File: src/rtl/conv_pkg.sv
// Shared types and helpers for the row-bank sweep scheduler.
package conv_pkg;

    typedef enum logic [2:0] {
        IDLE,
        WAIT_FILL,
        SWEEP,
        RELEASE,
        FIN
    } sched_state_e;

    localparam int RD_LAT     = 1;
    localparam int KW_DEFAULT = 3;

    // Modular add for bank indices; callers guarantee idx < 2*nm, so no divider is needed.
    function automatic int bank_wrap(input int idx, input int nm);
        return (idx >= nm) ? idx - nm : idx;
    endfunction

endpackage

File: src/rtl/line_buf_sched_if.sv
// Handshake bundle between line_buf_sched, the bank memory unit and column assembly.
interface line_buf_sched_if
    import conv_pkg::*;
#(
    parameter int XB = 10,
    parameter int YB = 10,
    parameter int NM = 4,
    parameter int KW = KW_DEFAULT,
    parameter int BW = $clog2(NM)
);
    logic [XB-1:0]    cfg_width;
    logic [YB-1:0]    cfg_height;
    logic             start;
    logic [NM-1:0]    mb_full;
    logic             col_ready;
    logic [NM-1:0]    mem_used;
    logic [XB-1:0]    rd_addr;
    logic             rd_en;
    logic [KW*BW-1:0] row_bank;
    logic             col_valid;
    logic             col_last_x;
    logic             col_last_y;
    logic             busy;
    logic             done;
    logic             cfg_err;
    logic [15:0]      perf_stall_cnt;

    modport slave (
        input  cfg_width, cfg_height, start, mb_full, col_ready,
        output mem_used, rd_addr, rd_en, row_bank, col_valid, col_last_x, col_last_y,
               busy, done, cfg_err, perf_stall_cnt
    );

    modport master (
        output cfg_width, cfg_height, start, mb_full, col_ready,
        input  mem_used, rd_addr, rd_en, row_bank, col_valid, col_last_x, col_last_y,
               busy, done, cfg_err, perf_stall_cnt
    );

endinterface

File: src/rtl/sched_ring_ptr.sv
// Oldest-bank pointer over NM row banks; emits the KW-bank window and its fill status.
module sched_ring_ptr
    import conv_pkg::*;
#(
    parameter int NM = 4,
    parameter int KW = KW_DEFAULT,
    parameter int BW = $clog2(NM)
) (
    input  logic             clk,
    input  logic             rst,
    input  logic             i_advance,
    input  logic [NM-1:0]    i_mb_full,
    output logic [BW-1:0]    o_top_bank,
    output logic [KW*BW-1:0] o_row_bank,
    output logic             o_win_full
);

    logic [BW-1:0] r_top_bank;
    logic [BW-1:0] w_idx;

    always_ff @(posedge clk or negedge rst) begin
        if (!rst) begin
            r_top_bank <= '0;
        end else if (i_advance) begin
            r_top_bank <= BW'(bank_wrap(int'(r_top_bank) + 1, NM));
        end
    end

    always_comb begin
        o_row_bank = '0;
        o_win_full = 1'b1;
        w_idx      = '0;
        for (int k = 0; k < KW; k++) begin
            w_idx                  = BW'(bank_wrap(int'(r_top_bank) + k, NM));
            o_row_bank[k*BW +: BW] = w_idx;
            o_win_full             = o_win_full & i_mb_full[w_idx];
        end
    end

    assign o_top_bank = r_top_bank;

endmodule

File: src/rtl/line_buf_sched.sv
// Row-bank sweep scheduler: waits for KW full banks, sweeps columns, releases the oldest bank.
// Optional stall counter built only with LINE_BUF_SCHED_PERF_EN defined.
//   state     | meaning
//   IDLE      | waiting for start
//   WAIT_FILL | waiting for the KW window banks to hold complete rows
//   SWEEP     | issuing column reads while col_ready
//   RELEASE   | free oldest bank, advance window
//   FIN       | one-cycle done pulse
module line_buf_sched
    import conv_pkg::*;
#(
    parameter int XB = 10,
    parameter int YB = 10,
    parameter int NM = 4,
    parameter int KW = KW_DEFAULT,
    parameter int BW = $clog2(NM)
) (
    input  logic             clk,
    input  logic             rst,
    line_buf_sched_if.slave  bus
);

    sched_state_e     r_state;
    logic [XB-1:0]    r_width;
    logic [YB-1:0]    r_height;
    logic [XB-1:0]    r_col;
    logic [YB-1:0]    r_out_row;
    logic             r_rd_en;
    logic [XB-1:0]    r_rd_addr;
    logic [NM-1:0]    r_mem_used;
    logic             r_done;
    logic             r_cfg_err;
    logic [KW*BW-1:0] r_row_bank;
    logic [RD_LAT-1:0] r_vld_sr;
    logic [RD_LAT-1:0] r_lx_sr;
    logic [RD_LAT-1:0] r_ly_sr;

    logic [BW-1:0]    w_top_bank;
    logic [KW*BW-1:0] w_row_bank;
    logic             w_win_full;
    logic [YB-1:0]    w_last_row;

    assign w_last_row = r_height - YB'(KW);

    sched_ring_ptr #(.NM(NM), .KW(KW), .BW(BW)) u_ring (
        .clk        (clk),
        .rst        (rst),
        .i_advance  (r_state == RELEASE),
        .i_mb_full  (bus.mb_full),
        .o_top_bank (w_top_bank),
        .o_row_bank (w_row_bank),
        .o_win_full (w_win_full)
    );

    always_ff @(posedge clk or negedge rst) begin
        if (!rst) begin
            r_state    <= IDLE;
            r_width    <= '0;
            r_height   <= '0;
            r_col      <= '0;
            r_out_row  <= '0;
            r_rd_en    <= 1'b0;
            r_rd_addr  <= '0;
            r_mem_used <= '0;
            r_done     <= 1'b0;
            r_cfg_err  <= 1'b0;
            for (int k = 0; k < KW; k++) r_row_bank[k*BW +: BW] <= BW'(k);
        end else begin
            r_rd_en    <= 1'b0;
            r_mem_used <= '0;
            r_done     <= 1'b0;
            case (r_state)
                IDLE: begin
                    if (bus.start) begin
                        r_width  <= bus.cfg_width;
                        r_height <= bus.cfg_height;
                        if (bus.cfg_width == '0 || bus.cfg_height < YB'(KW)) begin
                            r_cfg_err <= 1'b1;
                            r_state   <= FIN;
                        end else begin
                            r_cfg_err <= 1'b0;
                            r_out_row <= '0;
                            r_state   <= WAIT_FILL;
                        end
                    end
                end
                WAIT_FILL: begin
                    // Window ordering is frozen here so it covers the sweep and its read latency.
                    if (w_win_full) begin
                        r_col      <= '0;
                        r_row_bank <= w_row_bank;
                        r_state    <= SWEEP;
                    end
                end
                SWEEP: begin
                    if (bus.col_ready) begin
                        r_rd_en   <= 1'b1;
                        r_rd_addr <= r_col;
                        r_col     <= r_col + XB'(1);
                        if (r_col == r_width - XB'(1)) r_state <= RELEASE;
                    end
                end
                RELEASE: begin
                    r_mem_used <= NM'(1) << w_top_bank;
                    r_out_row  <= r_out_row + YB'(1);
                    r_state    <= (r_out_row == w_last_row) ? FIN : WAIT_FILL;
                end
                FIN: begin
                    r_done  <= 1'b1;
                    r_state <= IDLE;
                end
                default: r_state <= IDLE;
            endcase
        end
    end

    always_ff @(posedge clk or negedge rst) begin
        if (!rst) begin
            r_vld_sr <= '0;
            r_lx_sr  <= '0;
            r_ly_sr  <= '0;
        end else begin
            r_vld_sr[0] <= r_rd_en;
            r_lx_sr[0]  <= r_rd_en && (r_rd_addr == r_width - XB'(1));
            r_ly_sr[0]  <= r_rd_en && (r_out_row == w_last_row);
            for (int i = 1; i < RD_LAT; i++) begin
                r_vld_sr[i] <= r_vld_sr[i-1];
                r_lx_sr[i]  <= r_lx_sr[i-1];
                r_ly_sr[i]  <= r_ly_sr[i-1];
            end
        end
    end

`ifdef LINE_BUF_SCHED_PERF_EN
    logic [15:0] r_perf;

    always_ff @(posedge clk or negedge rst) begin
        if (!rst) begin
            r_perf <= '0;
        end else if (r_state == IDLE && bus.start) begin
            r_perf <= '0;
        end else if ((r_state == WAIT_FILL || (r_state == SWEEP && !bus.col_ready))
                     && r_perf != 16'hFFFF) begin
            r_perf <= r_perf + 16'd1;
        end
    end

    assign bus.perf_stall_cnt = r_perf;
`else
    assign bus.perf_stall_cnt = '0;
`endif

    assign bus.mem_used   = r_mem_used;
    assign bus.rd_addr    = r_rd_addr;
    assign bus.rd_en      = r_rd_en;
    assign bus.row_bank   = r_row_bank;
    assign bus.col_valid  = r_vld_sr[RD_LAT-1];
    assign bus.col_last_x = r_lx_sr[RD_LAT-1];
    assign bus.col_last_y = r_ly_sr[RD_LAT-1];
    assign bus.busy       = (r_state != IDLE);
    assign bus.done       = r_done;
    assign bus.cfg_err    = r_cfg_err;

endmodule

File: src/flat_wrapper.sv
// flat-port wrapper written by rule: the top's interface ports become plain ports
module line_buf_sched_flat import conv_pkg::*;
#(
    parameter int XB = 10,
    parameter int YB = 10,
    parameter int NM = 4,
    parameter int KW = KW_DEFAULT,
    parameter int BW = $clog2(NM)
)
  (clk, rst, bus_cfg_width, bus_cfg_height, bus_start, bus_mb_full, bus_col_ready, bus_mem_used, bus_rd_addr, bus_rd_en, bus_row_bank, bus_col_valid, bus_col_last_x, bus_col_last_y, bus_busy, bus_done, bus_cfg_err, bus_perf_stall_cnt);
  line_buf_sched_if #(.XB(XB), .YB(YB), .NM(NM), .KW(KW), .BW(BW)) bus_i ();
  input  logic clk;
  input  logic rst;
  input wire logic [$bits(bus_i.cfg_width)-1:0] bus_cfg_width;
  input wire logic [$bits(bus_i.cfg_height)-1:0] bus_cfg_height;
  input wire logic [$bits(bus_i.start)-1:0] bus_start;
  input wire logic [$bits(bus_i.mb_full)-1:0] bus_mb_full;
  input wire logic [$bits(bus_i.col_ready)-1:0] bus_col_ready;
  output wire logic [$bits(bus_i.mem_used)-1:0] bus_mem_used;
  output wire logic [$bits(bus_i.rd_addr)-1:0] bus_rd_addr;
  output wire logic [$bits(bus_i.rd_en)-1:0] bus_rd_en;
  output wire logic [$bits(bus_i.row_bank)-1:0] bus_row_bank;
  output wire logic [$bits(bus_i.col_valid)-1:0] bus_col_valid;
  output wire logic [$bits(bus_i.col_last_x)-1:0] bus_col_last_x;
  output wire logic [$bits(bus_i.col_last_y)-1:0] bus_col_last_y;
  output wire logic [$bits(bus_i.busy)-1:0] bus_busy;
  output wire logic [$bits(bus_i.done)-1:0] bus_done;
  output wire logic [$bits(bus_i.cfg_err)-1:0] bus_cfg_err;
  output wire logic [$bits(bus_i.perf_stall_cnt)-1:0] bus_perf_stall_cnt;
  assign bus_i.cfg_width = bus_cfg_width;
  assign bus_i.cfg_height = bus_cfg_height;
  assign bus_i.start = bus_start;
  assign bus_i.mb_full = bus_mb_full;
  assign bus_i.col_ready = bus_col_ready;
  assign bus_mem_used = bus_i.mem_used;
  assign bus_rd_addr = bus_i.rd_addr;
  assign bus_rd_en = bus_i.rd_en;
  assign bus_row_bank = bus_i.row_bank;
  assign bus_col_valid = bus_i.col_valid;
  assign bus_col_last_x = bus_i.col_last_x;
  assign bus_col_last_y = bus_i.col_last_y;
  assign bus_busy = bus_i.busy;
  assign bus_done = bus_i.done;
  assign bus_cfg_err = bus_i.cfg_err;
  assign bus_perf_stall_cnt = bus_i.perf_stall_cnt;
  line_buf_sched #(.XB(XB), .YB(YB), .NM(NM), .KW(KW), .BW(BW)) u_core (.clk(clk), .rst(rst), .bus(bus_i));
endmodule
File: config.mk
export PLATFORM = sky130hd
export DESIGN_NAME = line_buf_sched_flat
export DESIGN_NICKNAME = d
export VERILOG_FILES = /design/src/rtl/conv_pkg.sv /design/src/rtl/line_buf_sched_if.sv /design/src/rtl/sched_ring_ptr.sv /design/src/rtl/line_buf_sched.sv /design/src/flat_wrapper.sv
export SDC_FILE = /design/constraint.sdc
export NUM_CORES = 1
export LEC_CHECK = 0
export CORE_MARGIN = 3
export CORE_UTILIZATION = 40
export DETAILED_ROUTE_END_ITERATION = 10
export PLACE_DENSITY = 0.67
export SETUP_SLACK_MARGIN = 0.2
export SYNTH_ARGS = -nofsm -noshare
export SYNTH_HDL_FRONTEND = slang
export SYNTH_SLANG_ARGS = --single-unit
File: constraint.sdc
create_clock -name clk -period 6.3 [get_ports clk]
set_input_delay 0.63 -clock clk [delete_from_list [all_inputs] [get_ports clk]]
set_output_delay 0.63 -clock clk [all_outputs]
set_load 0.02 [all_outputs]
[Yosys cells after proc, flatten, opt, wreduce, memory -nomap -nowiden]
Cells that the tools add are included.
Operators by class
  add/sub/neg operators: 9
  $mul: 0
  divide/modulo/power cells: 0
  $lt $le $gt $ge: 7
  eq/ne operators: 12
  shifts and indexed selects: 1
  muxes and demuxes: 27
  bitwise logic cells: 2
  reductions and logical operators: 14
Operator list (number)
  $mux 10: 4
  $pmux 10 s2: 2
  $eq 10x10->1: 3
  $add 10x1->10 const B: 2
  $mux 3: 6
  $pmux 3 s4: 1
  $logic_not 10->1: 1
  $lt 10x2->1 const B: 1
  $sub 10x1->10 const B: 1
  $sub 10x2->10 const B: 1
  $lt 2x3->1 const B: 3
  $ne 2x2->1 const B: 4
  $mux 1: 7
  $bmux 1 s2: 3
  $eq 3x2->1 const B: 2
  $ge 3x3->1 const B: 2
  $mux 2: 3
  $reduce_and 2->1: 3
  $reduce_and 3->1: 2
  $sub 2x1->2 const B: 3
  $mux 4: 1
  $reduce_and 4->1: 1
  $reduce_bool 2->1: 2
  $shl 1x2->4 const A: 1
  other kinds (11): 13
Word-level totals
  flip-flop bits (word level): 71
  latch bits: 0
  memory bits (writable): 0
  bits in read-only memories: 0
  input bits: 28
  output and inout port bits: 43
  memories: 0

[Depth between registers and ports, before layout]
Gate-level depths: netlist (run 1).
  depth after elaboration: 9
  mapped depth: 10
  mapped depth without buffers: 8

[By module]
From an unflattened synthesis (run 1), not the netlist that was laid out.
Second synthesis, totals
  cell total of the unflattened synthesis: 424
  area total of the unflattened synthesis: 3988.8 µm²
Modules (own cells, without submodules)
  line_buf_sched: times used 1, cells an instance 404, area each 3827.4 µm²
  sched_ring_ptr: times used 1, cells an instance 20, area each 161.4 µm²

[Least setup slack after synthesis (run 1)]
No wires, ideal clock.
  kind: flip-flop to flip-flop
  start: register u_core.u_ring.r_top_bank[0], in the netlist u_core.u_ring.o_top_bank[0]
  end: register u_core.r_row_bank[4], in the netlist u_core.bus.row_bank[4]
  setup time: 0.131 ns
  data arrival time: 2.068 ns
  required time: 6.169 ns
  slack: 4.101 ns
  cell stages (with the launch flop): 10
  path buffers: 1
  period minus slack after synthesis: 2.199 ns
  path through: dfrtp_1 > inv_1 > ha_1 > nand2b_1 > a211o_1 > and2_1 > or3_1 > clkbuf_1 > nand2_1 > o21ai_0
On the way
  word-level cells in the longest chain between the ends: 8
  elaborated cells on any way between the ends: 20
RTL lines
  start, declared: line sched_ring_ptr.sv:18  | logic [BW-1:0] r_top_bank;
  start signal, assigned: line sched_ring_ptr.sv:25  | r_top_bank <= BW'(bank_wrap(int'(r_top_bank) + 1, NM));
  $add 2x1->3 *: line sched_ring_ptr.sv:34  | w_idx = BW'(bank_wrap(int'(r_top_bank) + k, NM));
  $ge 3x3->1 or $sub 2x1->2 (tied branches): line conv_pkg.sv:17  | return (idx >= nm) ? idx - nm : idx;
  $mux 2 *: line conv_pkg.sv:17
  named net u_core.u_ring.o_row_bank[2]: line sched_ring_ptr.sv:14  | output logic [KW*BW-1:0] o_row_bank,
  $bmux 1 s2 *: line sched_ring_ptr.sv:36  | o_win_full = o_win_full & i_mb_full[w_idx];
  $mux 1 (implied by the code) *: line sched_ring_ptr.sv:36
  $and 1x1->1 * (2 in series): line sched_ring_ptr.sv:36
  $reduce_and 2->1 (no source line) *
  end signal, assigned: line line_buf_sched.sv:91  | r_row_bank <= w_row_bank;
  end, declared: line line_buf_sched.sv:33  | logic [KW*BW-1:0] r_row_bank;
Mark *: on every way through the listed nets, which the timed path passes. The rest lies on a longest branch. The select of a mux whose other input is x is not followed.
A chain may end at the register's enable or synchronous reset.

[Final worst setup path (run 1)]
  start: register u_core.r_state[2]
  end: output port bus_busy
On the way
  word-level cells in the longest chain between the ends: 1
RTL lines
  start, declared: line line_buf_sched.sv:23  | sched_state_e r_state;
  start signal, assigned: line line_buf_sched.sv:106  | r_state <= (r_out_row == w_last_row) ? FIN : WAIT_FILL;
  $reduce_bool 3->1: line line_buf_sched.sv:160  | assign bus.busy = (r_state != IDLE);
  end, declared: line flat_wrapper.sv:26  | output wire logic [$bits(bus_i.busy)-1:0] bus_busy;
No other way between the ends.

==> results of run 1 <==
## registers in the layout (all words and copies together), names as in the netlist
signal,cells
u_core.bus.col_last_y,1
u_core.r_state,3
u_core.r_height,10
u_core.bus.rd_en,1
u_core.bus.cfg_err,1
u_core.bus.col_valid,1
u_core.r_width,10
u_core.bus.rd_addr,10
u_core.r_out_row,10
u_core.u_ring.o_top_bank,2
u_core.bus.col_last_x,1
u_core.bus.row_bank,5
u_core.bus.mem_used,4
u_core.bus.done,1
u_core.r_col,10
## layout make-up
type / instances / area (µm²) / area share (%)
multi-input cells: 340 / 2170 / 44.3
flip-flops and latches: 70 / 1750 / 35.8
repair buffers: 55 / 543 / 11.1
well taps: 133 / 166 / 3.39
clock buffers: 11 / 151 / 3.09
clock inverters: 5 / 81.3 / 1.66
inverters: 10 / 37.5 / 0.765
## kinds of logic after synthesis
| group | Yosys count | synth area share [%] |
|---|---|---|
| and+or+nand+nor | 195 | 23.8 |
| DFF | 70 | 42.3 |
| AOI/OAI and AO/OA | 56 | 9.11 |
| buffers and inverters | 51 | 6.78 |
| xor gates and xnor gates | 46 | 10.4 |
| muxes | 18 | 4.88 |
| adders and majority gates | 9 | 2.65 |
| other | 1 | 0.0904 |
## stage by stage
| step | hold slack [ns] | instances | total power, µW | util [%] |
|---|---|---|---|---|
| CTS | 0.490 | 624 | 2060 | 49.5 |
| global placement | 0.473 | 608 | 1610 | 47.1 |
| detailed placement | 0.467 | 608 | 1630 | 47.1 |
| global route | 0.504 | 624 | 2190 | 49.5 |
| finish | 0.471 | 624 | 2040 | 49.5 |
| floorplan | 0.334 | 461 | 1420 | - |
## critical path, delay by kind of cell, from the launching register on
kind,cells,cell delay [ns]
DFF,1,0.60
buffers and inverters,2,0.62
and+or+nand+nor,1,0.43
## power breakdown
group / switching, µW / internal (µW)
Sequential: 211 / 575
Clock: 173 / 244
Combinational: 426 / 413
Total: 810 / 1230
## cells in the final DEF (no fill, tap or decap), types with 2 or more instances in the layout
cell type,netlist,final
sky130_fd_sc_hd__a211o_1,3,3
sky130_fd_sc_hd__a21oi_1,11,11
sky130_fd_sc_hd__a311oi_1,3,3
sky130_fd_sc_hd__and2_1,8,8
sky130_fd_sc_hd__and3_1,8,8
sky130_fd_sc_hd__bufinv_16,0,2
sky130_fd_sc_hd__clkbuf_8,0,11
sky130_fd_sc_hd__clkdlybuf4s50_1,0,53
sky130_fd_sc_hd__conb_1,1,16
sky130_fd_sc_hd__dfrtp_1,68,68
sky130_fd_sc_hd__dfstp_2,2,2
sky130_fd_sc_hd__ha_1,8,8
sky130_fd_sc_hd__inv_1,9,9
sky130_fd_sc_hd__mux2_2,18,18
sky130_fd_sc_hd__nand2_1,72,72
sky130_fd_sc_hd__nand2b_1,5,5
sky130_fd_sc_hd__nand3_1,14,14
sky130_fd_sc_hd__nand3b_1,3,3
sky130_fd_sc_hd__nand4_1,13,13
sky130_fd_sc_hd__nor2_1,36,36
sky130_fd_sc_hd__nor2b_1,4,4
sky130_fd_sc_hd__nor3_1,8,8
sky130_fd_sc_hd__nor4_1,9,9
sky130_fd_sc_hd__nor4b_1,2,2
sky130_fd_sc_hd__o21ai_0,20,20
sky130_fd_sc_hd__o221ai_1,2,2
sky130_fd_sc_hd__o31ai_1,3,3
sky130_fd_sc_hd__or3_1,4,4
sky130_fd_sc_hd__xnor2_1,25,25
sky130_fd_sc_hd__xnor3_1,2,2
sky130_fd_sc_hd__xor2_1,19,19
## layer usage
metal  up-vias  part of all wire (%)  global-route usage, %
met5         -                     0                      0
met2        83                    50                   27.2
li1       1583                     -                      -
met3        16                   4.4                   4.02
met1      1553                    44                   20.6
met4         0                   1.7                   5.77
## worst max-delay path by stage
stage	startpoint	end	slack [ns]	cells after the start
3_3_place_gp	bus_col_ready	u_core.r_col[8]	3.52	9
6_report	u_core.r_state[2]	bus_busy	3.67	3
3_5_place_dp	bus_col_ready	u_core.r_col[8]	3.47	9
4_1_cts	u_core.r_state[2]	bus_busy	3.66	3
5_1_grt	u_core.r_state[2]	u_core.r_out_row[6]	3.42	4
2_1_floorplan	u_core.u_ring.o_top_bank[0]	u_core.bus.row_bank[4]	4.10	9
==> results.yml, run 1 <==
yosys:
  synth.cell_area_um2: 4150
  synthDominantCellAreaShare_pct: 41.0
  synth.distinct_cells: 58
  synthArstFlopShare_pct: 100
  synth_enable_flop_cells: 0
  netlist_top_cells_area: "sky130_fd_sc_hd__dfrtp_1 41%, sky130_fd_sc_hd__nand2_1 6.5%, sky130_fd_sc_hd__xnor2_1 5.3%"
  yosysMostFrequentCell: "sky130_fd_sc_hd__nand2_1"
  syn_area_per_cell_um2: 9.31
  synth-seq-cells: 70
  yosys-top-cells-count: "72 x sky130_fd_sc_hd__nand2_1, 68 x sky130_fd_sc_hd__dfrtp_1, 36 x sky130_fd_sc_hd__nor2_1"
  yosysWarnings: 0
  share_of_synthesized_area_occupied_by_flip_flops_and_latches_pct: 42.3
  netlist_instances: 446
  ys.flop_type: "sky130_fd_sc_hd__dfrtp_1"
  netlist.top_cell.by_area: "sky130_fd_sc_hd__dfrtp_1"
clock_network:
  cts_post_setup_buffers_inserted: 0
  post_cts_resized: 0
  clk_latency_ns: 0.35
  ctsLongestPathBuffers: 2
  clk_pin_slew_worst_paths_ns: 0.08
  tritoncts: "built"
  numCtsBuffers: 9
  cts-root-buf: "sky130_fd_sc_hd__clkbuf_8"
  clock_sink_count: 70
  htree_levels: 3
  hold_buffers: 0
job:
  max-cap-violations: 0
route:
  detail_route.wirelength_mm: 9.19
  total_via_count_after_detailed_routing: 3235
  drt.antenna.violating_nets: 0
  tritonroute_pass_1_iters: 4
  drt_drc_violations_left: 0
  avgRoutedWirePerCell_um: 14.7
  routed_via_density: 5.18
  first_iter_violations: 105
floorplanning:
  start_util_pct: 41.9
  dieArea_um2: 11600
  floorplan.io_pins: 71
  core.rowCount: 36
  die-width_um: 108
  dieHeight_um: 108
  floorplan_core_area_um2: 9910
sta:
  worst_slew_margin_relative_to_its_limit_pct: 30.4
  grt_setup_unrepaired: "false"
  fin_worst_skew_ns: 0.00814
  hold_viol: 0
  post-route-worst-setup-slack_ns: 3.67
  setup_viol_count_final: 0
  min_period_ns: 2.63
  worst_slew_pin_slew_ns: 1.04
  fmax_ghz: 0.380
  post-route-period-util_pct: 41.7
  fin_tns_setup_ns: 0
  maxSlewViolCount: 0
critical_path:
  timing.rr.start: "u_core.r_state[2]"
  max_stage_delay_ns: 0.60
  regToRegSetupSlack_ns: 3.68
  crit_path_cell_trace: "nor3_1, inv_1, clkdlybuf4s50_1"
  critical_path_class: "reg -> out"
  critical-path-slowest-cell: "sky130_fd_sc_hd__dfrtp_1"
  cp_max_fo: 19
  rr_worst_depth: 4
  critical_path.startpoint_type: "flip-flop"
  worst-endpoint-arrival_ns: 2.00
  r2r-end: "u_core.r_out_row[6]"
  crit_path_end_kind: "primary output"
  worst_ep_required_time_ns: 5.67
layout:
  design.final.nets: 522
  finish.instance_area_um2: 4900
  drive_gt1_share_pct: 9.78
  area_delta_synth_final_pct: 18.2
  diodes: 0
  layout.filler_cells: 927
global_routing:
  via_count_of_the_first_global_routing_pass: 3068
  groute.usage.overall_pct: 16.3
  antenna_found_initial: 0
  grt_start_max_net_pins: 71
  grt.overflow.total: 0
  first_pass_grt_wire_length_mm: 14.9
place:
  portBuffers: 54
  routability_congestion_estimate: 0.826
  detailedPlacementHpwl_mm: 6.78
  placement.setup.worst_slack_ns: 3.47
  placedInstanceArea_um2: 4670
status:
  status: "complete, no violations"
power:
  vdd.ir_drop.worst_v: 0.000203
  leakagePower_uw: 0.00211
  power_density_nw_per_um2: 416
min_path:
  holdCritPathClass: "in -> async"
No activity file was read; power rests on OpenSTA's default activity.
==> run 2: changes to the inputs <==
Clock period 6.3 ns to 2.51 ns, I/O delays scaled along.
==> run 2 against run 1 <==
Combinational power rose to 2.8 times the previous value. Routed wire length increased by 3.0%. Non-clock buffer count rose by 17. Critical path type is now reg -> reg.
==> results.yml, run 2 (synthesized netlist as in run 1, its figures left out) <==
sta:
  min_period_ns: 2.17
  fin_worst_skew_ns: 0.00821
  post-route-period-util_pct: 86.4
  setup_viol_count_final: 0
  worst_slew_margin_relative_to_its_limit_pct: 48.1
  worst_slew_pin_slew_ns: 0.776
  hold_viol: 0
  fmax_ghz: 0.461
  fin_tns_setup_ns: 0
  maxSlewViolCount: 0
  grt_setup_unrepaired: "true"
clock_network:
  ctsLongestPathBuffers: 2
  clk_latency_ns: 0.34
  clk_pin_slew_worst_paths_ns: 0.08
  tritoncts: "built"
  numCtsBuffers: 9
  clock_sink_count: 70
  htree_levels: 3
  cts-root-buf: "sky130_fd_sc_hd__clkbuf_8"
global_routing:
  first_pass_grt_wire_length_mm: 15.7
  via_count_of_the_first_global_routing_pass: 3236
  grt.overflow.total: 0
  antenna_found_initial: 0
  grt_start_max_net_pins: 28
  groute.usage.overall_pct: 16.9
floorplanning:
  floorplan.io_pins: 71
  core.rowCount: 36
  start_util_pct: 41.9
  floorplan_core_area_um2: 9910
  dieHeight_um: 108
  die-width_um: 108
  dieArea_um2: 11600
layout:
  drive_gt1_share_pct: 13.2
  most-common-layout-cells: "72 x sky130_fd_sc_hd__nand2_1, 66 x sky130_fd_sc_hd__dfrtp_1, 53 x sky130_fd_sc_hd__clkdlybuf4s50_1"
  final_core_util_pct: 51.0
  design.final.nets: 539
  finish.instance_area_um2: 5050
  layout.filler_cells: 935
  area_delta_synth_final_pct: 21.8
  layout_commonest_cell: "sky130_fd_sc_hd__nand2_1"
  diodes: 0
power:
  leakagePower_uw: 0.00218
  power_switching_share_pct: 40.5
  vdd.ir_drop.worst_v: 0.000419
  finalPower_uw: 5210
  clkPwrFrac_pct: 17.8
  switching_power_uw: 2110
  seq_power_share_pct: 37.2
  power_density_nw_per_um2: 1030
  power_frac_comb_pct: 45.1
  internal_power_uw: 3100
place:
  portBuffers: 54
  detailedPlacementHpwl_mm: 6.98
  placedInstanceArea_um2: 4800
  routability_congestion_estimate: 0.825
critical_path:
  crit_path_end_kind: "flip-flop"
  worst_ep_required_time_ns: 2.75
  critical_path.startpoint_type: "flip-flop"
  critical_path_class: "reg -> reg"
  cp_max_fo: 5
  worst-endpoint-arrival_ns: 2.40
min_path:
  holdCritPathClass: "in -> async"
route:
  first_iter_violations: 139
  detail_route.wirelength_mm: 9.47
  drt.antenna.violating_nets: 0
  routed_via_density: 5.13
  drt_drc_violations_left: 0
  tritonroute_pass_1_iters: 4
  avgRoutedWirePerCell_um: 14.8
  total_via_count_after_detailed_routing: 3289
status:
  status: "complete, no violations"
job:
  max-cap-violations: 0
-- run 2: cell types whose count changed in the layout (fill, tap and decap cells not counted), moves of 2 or more --
cell                       previous run  this run
sky130_fd_sc_hd__dfrtp_2              0         2
sky130_fd_sc_hd__buf_4                1        16
sky130_fd_sc_hd__dfrtp_1             68        66
sky130_fd_sc_hd__clkbuf_1             0         3
-- run 2: power by group through the flow --
stage,Combinational [µW],Clock (µW),Sequential [µW]
after floorplan,1730,0,1830
after global placement,2230,0,1930
after detailed placement,2290,0,1950
after CTS,2310,945,1930
after global routing,2600,991,2010
final,2350,925,1940
-- run 2: final timing paths --
path,from,to,slack (ns),cells past startpoint
min in group clk,u_core.bus.row_bank[3],u_core.bus.row_bank[3],0.48,2
max in group asynchronous,rst,u_core.bus.row_bank[5],1.28,3
min reg2reg,u_core.bus.row_bank[3],u_core.bus.row_bank[3],0.48,2
min,rst,u_core.bus.col_valid,0.45,2
max reg2reg,u_core.r_width[1],u_core.bus.col_last_x,0.34,6
max,u_core.r_width[1],u_core.bus.col_last_x,0.34,6
-- run 2: layer usage --
metal  GRT usage [%]  wire [µm]  up-vias
met4            5.95        169        0
met1            22.5       4280     1574
li1                -          -     1619
met2            27.7       4670       81
met3            3.12        346       15
met5               0          0        -
-- run 2: metrics by stage --
| step | worst slack [ns] | cells | hold slack (ns) |
|---|---|---|---|
| after floorplan | 0.311 | 461 | -0.0446 |
| after global placement | 0.119 | 623 | 0.282 |
| after detailed placement | 0.147 | 623 | 0.304 |
| after CTS | 0.212 | 640 | 0.462 |
| after global routing | 0.177 | 641 | 0.490 |
| final | 0.342 | 641 | 0.450 |
-- run 2: critical path, cell delays in order, from the launching register on --
cell	delay, ns
sky130_fd_sc_hd__dfrtp_1	0.41
sky130_fd_sc_hd__or4_4	0.61
sky130_fd_sc_hd__nor4b_4	0.32
sky130_fd_sc_hd__xor2_1	0.22
sky130_fd_sc_hd__xnor2_1	0.17
sky130_fd_sc_hd__nand2_1	0.13
sky130_fd_sc_hd__a2111oi_4	0.20
-- run 2: layout make-up --
type / instances / area, µm² / area share (%)
multi-input cells: 340 / 2210 / 43.8
flip-flops and latches: 70 / 1760 / 34.8
repair buffers: 72 / 686 / 13.6
well taps: 133 / 166 / 3.29
clock buffers: 13 / 149 / 2.95
clock inverters: 3 / 43.8 / 0.867
inverters: 10 / 37.5 / 0.743
-- run 2: timing repair --
action	in CTS	in global routing
endpoints found under the hold margin	25	0
resized for setup	3	7
pin swaps	0	5
setup buffers	0	1
endpoints found under the setup margin	5	10
hold buffers	1	0
cloned	0	0
==> run 3: changes to the inputs <==
Settings changed: ABC_CLOCK_PERIOD_IN_PS from default to 2510.
==> results of run 3 <==
The final DEF is identical to that of run 2; final timing and power are the same.
